==> src/rtl/axi_arbiter_w.sv <==
// Round-robin write-channel arbiter for the two-master AXI interconnect; holds a grant across AW, W..WLAST and B.
// Optional AW-handshake timeout is compiled in with `define AXI_ARB_W_TIMEOUT_EN.
module axi_arbiter_w #(
  parameter int TIMEOUT_CYCLES = 255
) (
  input  logic ACLK,
  input  logic ARESETn,
  input  logic m0_AWVALID,
  input  logic m1_AWVALID,
  input  logic s_AWVALID,
  input  logic s_WVALID,
  input  logic s_WLAST,
  input  logic s_BREADY,
  input  logic m_AWREADY,
  input  logic m_WREADY,
  input  logic m_BVALID,
  output logic m0_wgrnt,
  output logic m1_wgrnt,
  output logic w_busy,
  output logic w_owner
`ifdef AXI_ARB_W_TIMEOUT_EN
  ,
  output logic w_timeout
`endif
);

  typedef enum logic [1:0] {IDLE, XFER, RESP} state_t;

  state_t state, state_n;
  logic   owner_n;
  logic   aw_done, aw_done_n;
  logic   w_done, w_done_n;
  logic   aw_hs, wl_hs, b_hs;

`ifdef AXI_ARB_W_TIMEOUT_EN
  localparam int CW = $clog2(TIMEOUT_CYCLES + 1);
  logic [CW-1:0] cnt, cnt_n;
  logic          tmo_n;
`else
  logic unused_timeout_cfg;
  assign unused_timeout_cfg = ^TIMEOUT_CYCLES;
`endif

  assign aw_hs = s_AWVALID & m_AWREADY;
  assign wl_hs = s_WVALID & m_WREADY & s_WLAST;
  assign b_hs  = m_BVALID & s_BREADY;

  always_comb begin
    state_n   = state;
    owner_n   = w_owner;
    aw_done_n = aw_done;
    w_done_n  = w_done;
`ifdef AXI_ARB_W_TIMEOUT_EN
    cnt_n = cnt;
    tmo_n = 1'b0;
`endif
    case (state)
      IDLE: begin
        if (m0_AWVALID | m1_AWVALID) begin
          // On a tie the master that did not hold the last grant wins.
          owner_n   = (m0_AWVALID & m1_AWVALID) ? ~w_owner : m1_AWVALID;
          state_n   = XFER;
          aw_done_n = 1'b0;
          w_done_n  = 1'b0;
`ifdef AXI_ARB_W_TIMEOUT_EN
          cnt_n = '0;
`endif
        end
      end
      XFER: begin
        aw_done_n = aw_done | aw_hs;
        w_done_n  = w_done | wl_hs;
        if (aw_done_n && w_done_n) begin
          state_n = RESP;
        end
`ifdef AXI_ARB_W_TIMEOUT_EN
        else if (!aw_done_n && !w_done_n) begin
          // Counter value is the number of XFER cycles already spent idle.
          if (cnt == CW'(TIMEOUT_CYCLES - 1)) begin
            state_n = IDLE;
            tmo_n   = 1'b1;
          end else begin
            cnt_n = cnt + CW'(1);
          end
        end
`endif
      end
      RESP: begin
        if (b_hs) state_n = IDLE;
      end
      default: state_n = IDLE;
    endcase
  end

  // Grants are decoded from the next state so they rise and fall with the state change.
  always_ff @(posedge ACLK) begin
    if (!ARESETn) begin
      state    <= IDLE;
      m0_wgrnt <= 1'b0;
      m1_wgrnt <= 1'b0;
      w_busy   <= 1'b0;
      w_owner  <= 1'b1;
      aw_done  <= 1'b0;
      w_done   <= 1'b0;
`ifdef AXI_ARB_W_TIMEOUT_EN
      cnt       <= '0;
      w_timeout <= 1'b0;
`endif
    end else begin
      state    <= state_n;
      w_owner  <= owner_n;
      m0_wgrnt <= (state_n != IDLE) && !owner_n;
      m1_wgrnt <= (state_n != IDLE) && owner_n;
      w_busy   <= (state_n != IDLE);
      aw_done  <= aw_done_n;
      w_done   <= w_done_n;
`ifdef AXI_ARB_W_TIMEOUT_EN
      cnt       <= cnt_n;
      w_timeout <= tmo_n;
`endif
    end
  end

endmodule

==> config.mk <==
export PLATFORM = sky130hd
export DESIGN_NAME = axi_arbiter_w
export DESIGN_NICKNAME = d
export VERILOG_FILES = /design/src/rtl/axi_arbiter_w.sv
export SDC_FILE = /design/constraint.sdc
export NUM_CORES = 1
export LEC_CHECK = 0
export ABC_AREA = 1
export CAP_MARGIN = 20
export CORE_AREA = 2 2 39 41
export DETAILED_ROUTE_END_ITERATION = 7
export DIE_AREA = 0 0 41 43
export GPL_TIMING_DRIVEN = 0
export PLACE_DENSITY = 0.62
export SLEW_MARGIN = 0
export SYNTH_ARGS = -nofsm -noshare
export SYNTH_HDL_FRONTEND = slang
export SYNTH_SLANG_ARGS = --single-unit
==> constraint.sdc <==
create_clock -name ACLK -period 1 [get_ports ACLK]
set_clock_uncertainty 0.1 [all_clocks]
set_input_delay 0.15 -clock ACLK [delete_from_list [all_inputs] [get_ports ACLK]]
set_output_delay 0.15 -clock ACLK [all_outputs]
set_load 0.03 [all_outputs]
==> flow_summary.yaml <==
setup_path:
  crit_type: "reg2reg"
  endpoint_kind: "register"
  worst_ep_required_time_ns: 1.09
  cp_data_arrival_time_ns: 1.15
  timing.critical_path.fanout_max: 3
  crit_path_start: "state[0]"
  r2r_cells: 5
  crit_start_category: "register"
  internal_reg_to_reg_setup_slack_ns: -0.06
  crit-reg2reg-launch: "state[0]"
  critical_path.reg2reg.endpoint: "m0_wgrnt"
  crit_path_end: "m0_wgrnt"
logic_synthesis:
  seq_area_frac_synth_pct: 48.5
  yosys_register_bits: 8
  synthesis.nets: 58
  netlist_instances: 47
  warnings_synthesis: 0
  post_synth_instance_area_sq_um: 330
  postSynthAreaPerCell_sq_um: 7.03
  synth_cell_type_count: 10
floorplanning:
  dieHeight_um: 43
  floorplan.initialDensity_pct: 23.9
  dieWidth_um: 41
  boundaryPins: 15
  die_area_sq_um: 1760
  design.core.area_sq_um: 1380
  row_count: 14
cts:
  post-cts-setup-buffer-count: 0
  cts_num_sinks: 8
  clkSlewWorstSetupHoldPaths_ns: 0.06
  numCtsBuffers: 3
  h-tree-depth: 1
  clock_tree_from_tritoncts: "yes"
  worst_skew_pair.late_latency_ns: 0.25
  cts_max_path_buffers: 2
  cts_root_buffer: "sky130_fd_sc_hd__clkbuf_4"
timing:
  grt_setup_unrepaired: "yes"
  slew_viol_final: 0
  final.period_utilization_pct: 106
  worst-slew-pin-transition_ns: 0.238
  timing.slew.headroom_pct: 84.2
  final.setup.worst_slack_ns: -0.0581
  finalWorstPathRequiredPeriod_ns: 1.06
  timing.final.hold_violations: 0
  maxClockFrequency_mhz: 945
  report.final.setup_viol: 3
place:
  port_buffers: 14
  gp_congestion: 0.633
  place_area_sq_um: 494
  dp.final_hpwl_um: 515
layout:
  area_delta_synth_final_pct: 67.0
  final_core_util_pct: 39.9
  insertedDiodeCount: 0
  fillerInstances: 142
  finalInstanceArea_sq_um: 552
  drive_gt1_share_pct: 36.9
  net_total_in_the_final_layout: 77
drt:
  post_drt_via_cell_ratio: 4.19
  drt-wirelength-per-cell_um: 8.41
  drt_first_pass_iters: 4
  num_vias: 339
  drt.antenna.violating_nets: 0
  routed_wirelength_um: 681
  initialDrtViolationCount: 5
  number_of_remaining_drc_errors: 0
run_status:
  status: "complete, but fails checks"
  violations: "negative setup slack"
pwr:
  p_per_area_nw_per_um2: 1430
  power.ir.vdd_worst_uv: 639
  p_leak_nw: 0.251
global_route:
  overflow_left_after_global_routing: 0
  grt_pass1_wl_um: 1100
  grt_antenna_before_repair: 0
  grt_max_degree: 6
  grtUsageTotal_pct: 9.67
  grt_pass1_vias: 300
run:
  max-cap-violations: 0
min_path:
  worstHoldPathType: "in2reg"
-- report_power, final --
group	internal (mW)	total, mW	switching, mW	leakage (nW)
sequential	0.340	0.354	0.0137	0.0671
clock	0.153	0.269	0.116	0.0150
combinational	0.0804	0.166	0.0859	0.169
total	0.574	0.789	0.216	0.251
-- through the flow --
stage                     power (mW)  hold slack, ns  setup TNS, ns  instances  worst slack (ns)
after floorplan                0.434           0.119              0         47            0.0120
after global placement         0.511           0.349          -2.69         77            -0.308
after detailed placement       0.513           0.357          -2.77         77            -0.311
after CTS                      0.788           0.266        -0.0970         81           -0.0516
after global routing           0.833           0.297         -0.425         81            -0.152
final                          0.789           0.275         -0.117         81           -0.0581
-- layout by cell type, fill, tap and decap left out --
cell and n:
sky130_fd_sc_hd__clkdlybuf4s50_1 9, sky130_fd_sc_hd__nor2_4 2, sky130_fd_sc_hd__nor2_2 1, sky130_fd_sc_hd__a21oi_2 1, sky130_fd_sc_hd__inv_1 7, sky130_fd_sc_hd__dfxtp_4 2, sky130_fd_sc_hd__clkbuf_1 1, sky130_fd_sc_hd__nand3_1 4
sky130_fd_sc_hd__inv_2 2, sky130_fd_sc_hd__clkbuf_4 3, sky130_fd_sc_hd__buf_4 3, sky130_fd_sc_hd__a21oi_1 3, sky130_fd_sc_hd__buf_6 1, sky130_fd_sc_hd__dfxtp_1 5, sky130_fd_sc_hd__dlygate4sd2_1 1, sky130_fd_sc_hd__a22oi_2 1
sky130_fd_sc_hd__nand2_2 7, sky130_fd_sc_hd__nand2_1 9, sky130_fd_sc_hd__nor2_1 2, sky130_fd_sc_hd__dfxtp_2 1
-- area by class of cell --
cell class	count	area, sq um	area share, %
clock buffers	4	26.3	4.76
inverters	9	33.8	6.12
multi-input cells	30	170	30.8
flip-flops and latches	8	169	30.6
well taps	16	20.0	3.63
repair buffers	14	133	24.0
-- how the worst min path moves through the flow --
stage               cells past startpoint  startpoint       to
floorplan                               1     ARESETn  w_owner
global placement                        2     aw_done  aw_done
detailed placement                      2      w_done   w_done
CTS                                     4  m0_AWVALID  w_owner
global route                            4  m0_AWVALID  w_owner
finish                                  4  m0_AWVALID  w_owner
-- state kept, by name (all words and copies together), names as in the netlist --
| name | count |
|---|---|
| w_done | 1 |
| w_busy | 1 |
| m1_wgrnt | 1 |
| state | 2 |
| aw_done | 1 |
| m0_wgrnt | 1 |
| w_owner | 1 |
-- worst max-delay path, cell delays in order, from the launching register on --
cell	delay, ns
sky130_fd_sc_hd__dfxtp_4	0.36
sky130_fd_sc_hd__nor2_4	0.12
sky130_fd_sc_hd__nand2_2	0.06
sky130_fd_sc_hd__a22oi_2	0.20
sky130_fd_sc_hd__inv_1	0.06
sky130_fd_sc_hd__a21oi_1	0.10
-- cell families after synthesis --
family,share of synthesized area (%)
simple gates,33.0
buf+inv,10.2
flops,48.5
compound gates,8.33
-- cell usage after synthesis --
library cell / n / area (sq um)
sky130_fd_sc_hd__nand2_1: 14 / 52.6
sky130_fd_sc_hd__dfxtp_1: 8 / 160
sky130_fd_sc_hd__inv_1: 8 / 30.0
sky130_fd_sc_hd__a21oi_1: 4 / 20.0
sky130_fd_sc_hd__nand3_1: 4 / 20.0
sky130_fd_sc_hd__nor2_1: 3 / 11.3
sky130_fd_sc_hd__nand2_2: 2 / 12.5
sky130_fd_sc_hd__nor2_2: 2 / 12.5
sky130_fd_sc_hd__a22oi_1: 1 / 7.51
sky130_fd_sc_hd__inv_2: 1 / 3.75
-- layer usage --
layer | wire length, um | vias up | global-route usage, %
met5 | 0 | - | 0
li1 | - | 181 | -
met2 | 348 | 8 | 13.4
met1 | 297 | 150 | 10.4
met3 | 36 | 0 | 3.14
met4 | 0 | 0 | 10.0
-- repair_timing --
item                       in CTS  in global routing
hold buffers                    0                  0
gates resized for setup        34                  6
setup endpoints to repair       9                  7
cloned                          0                  0
pin swaps                       2                  1
(Power assumes the default switching activity.)
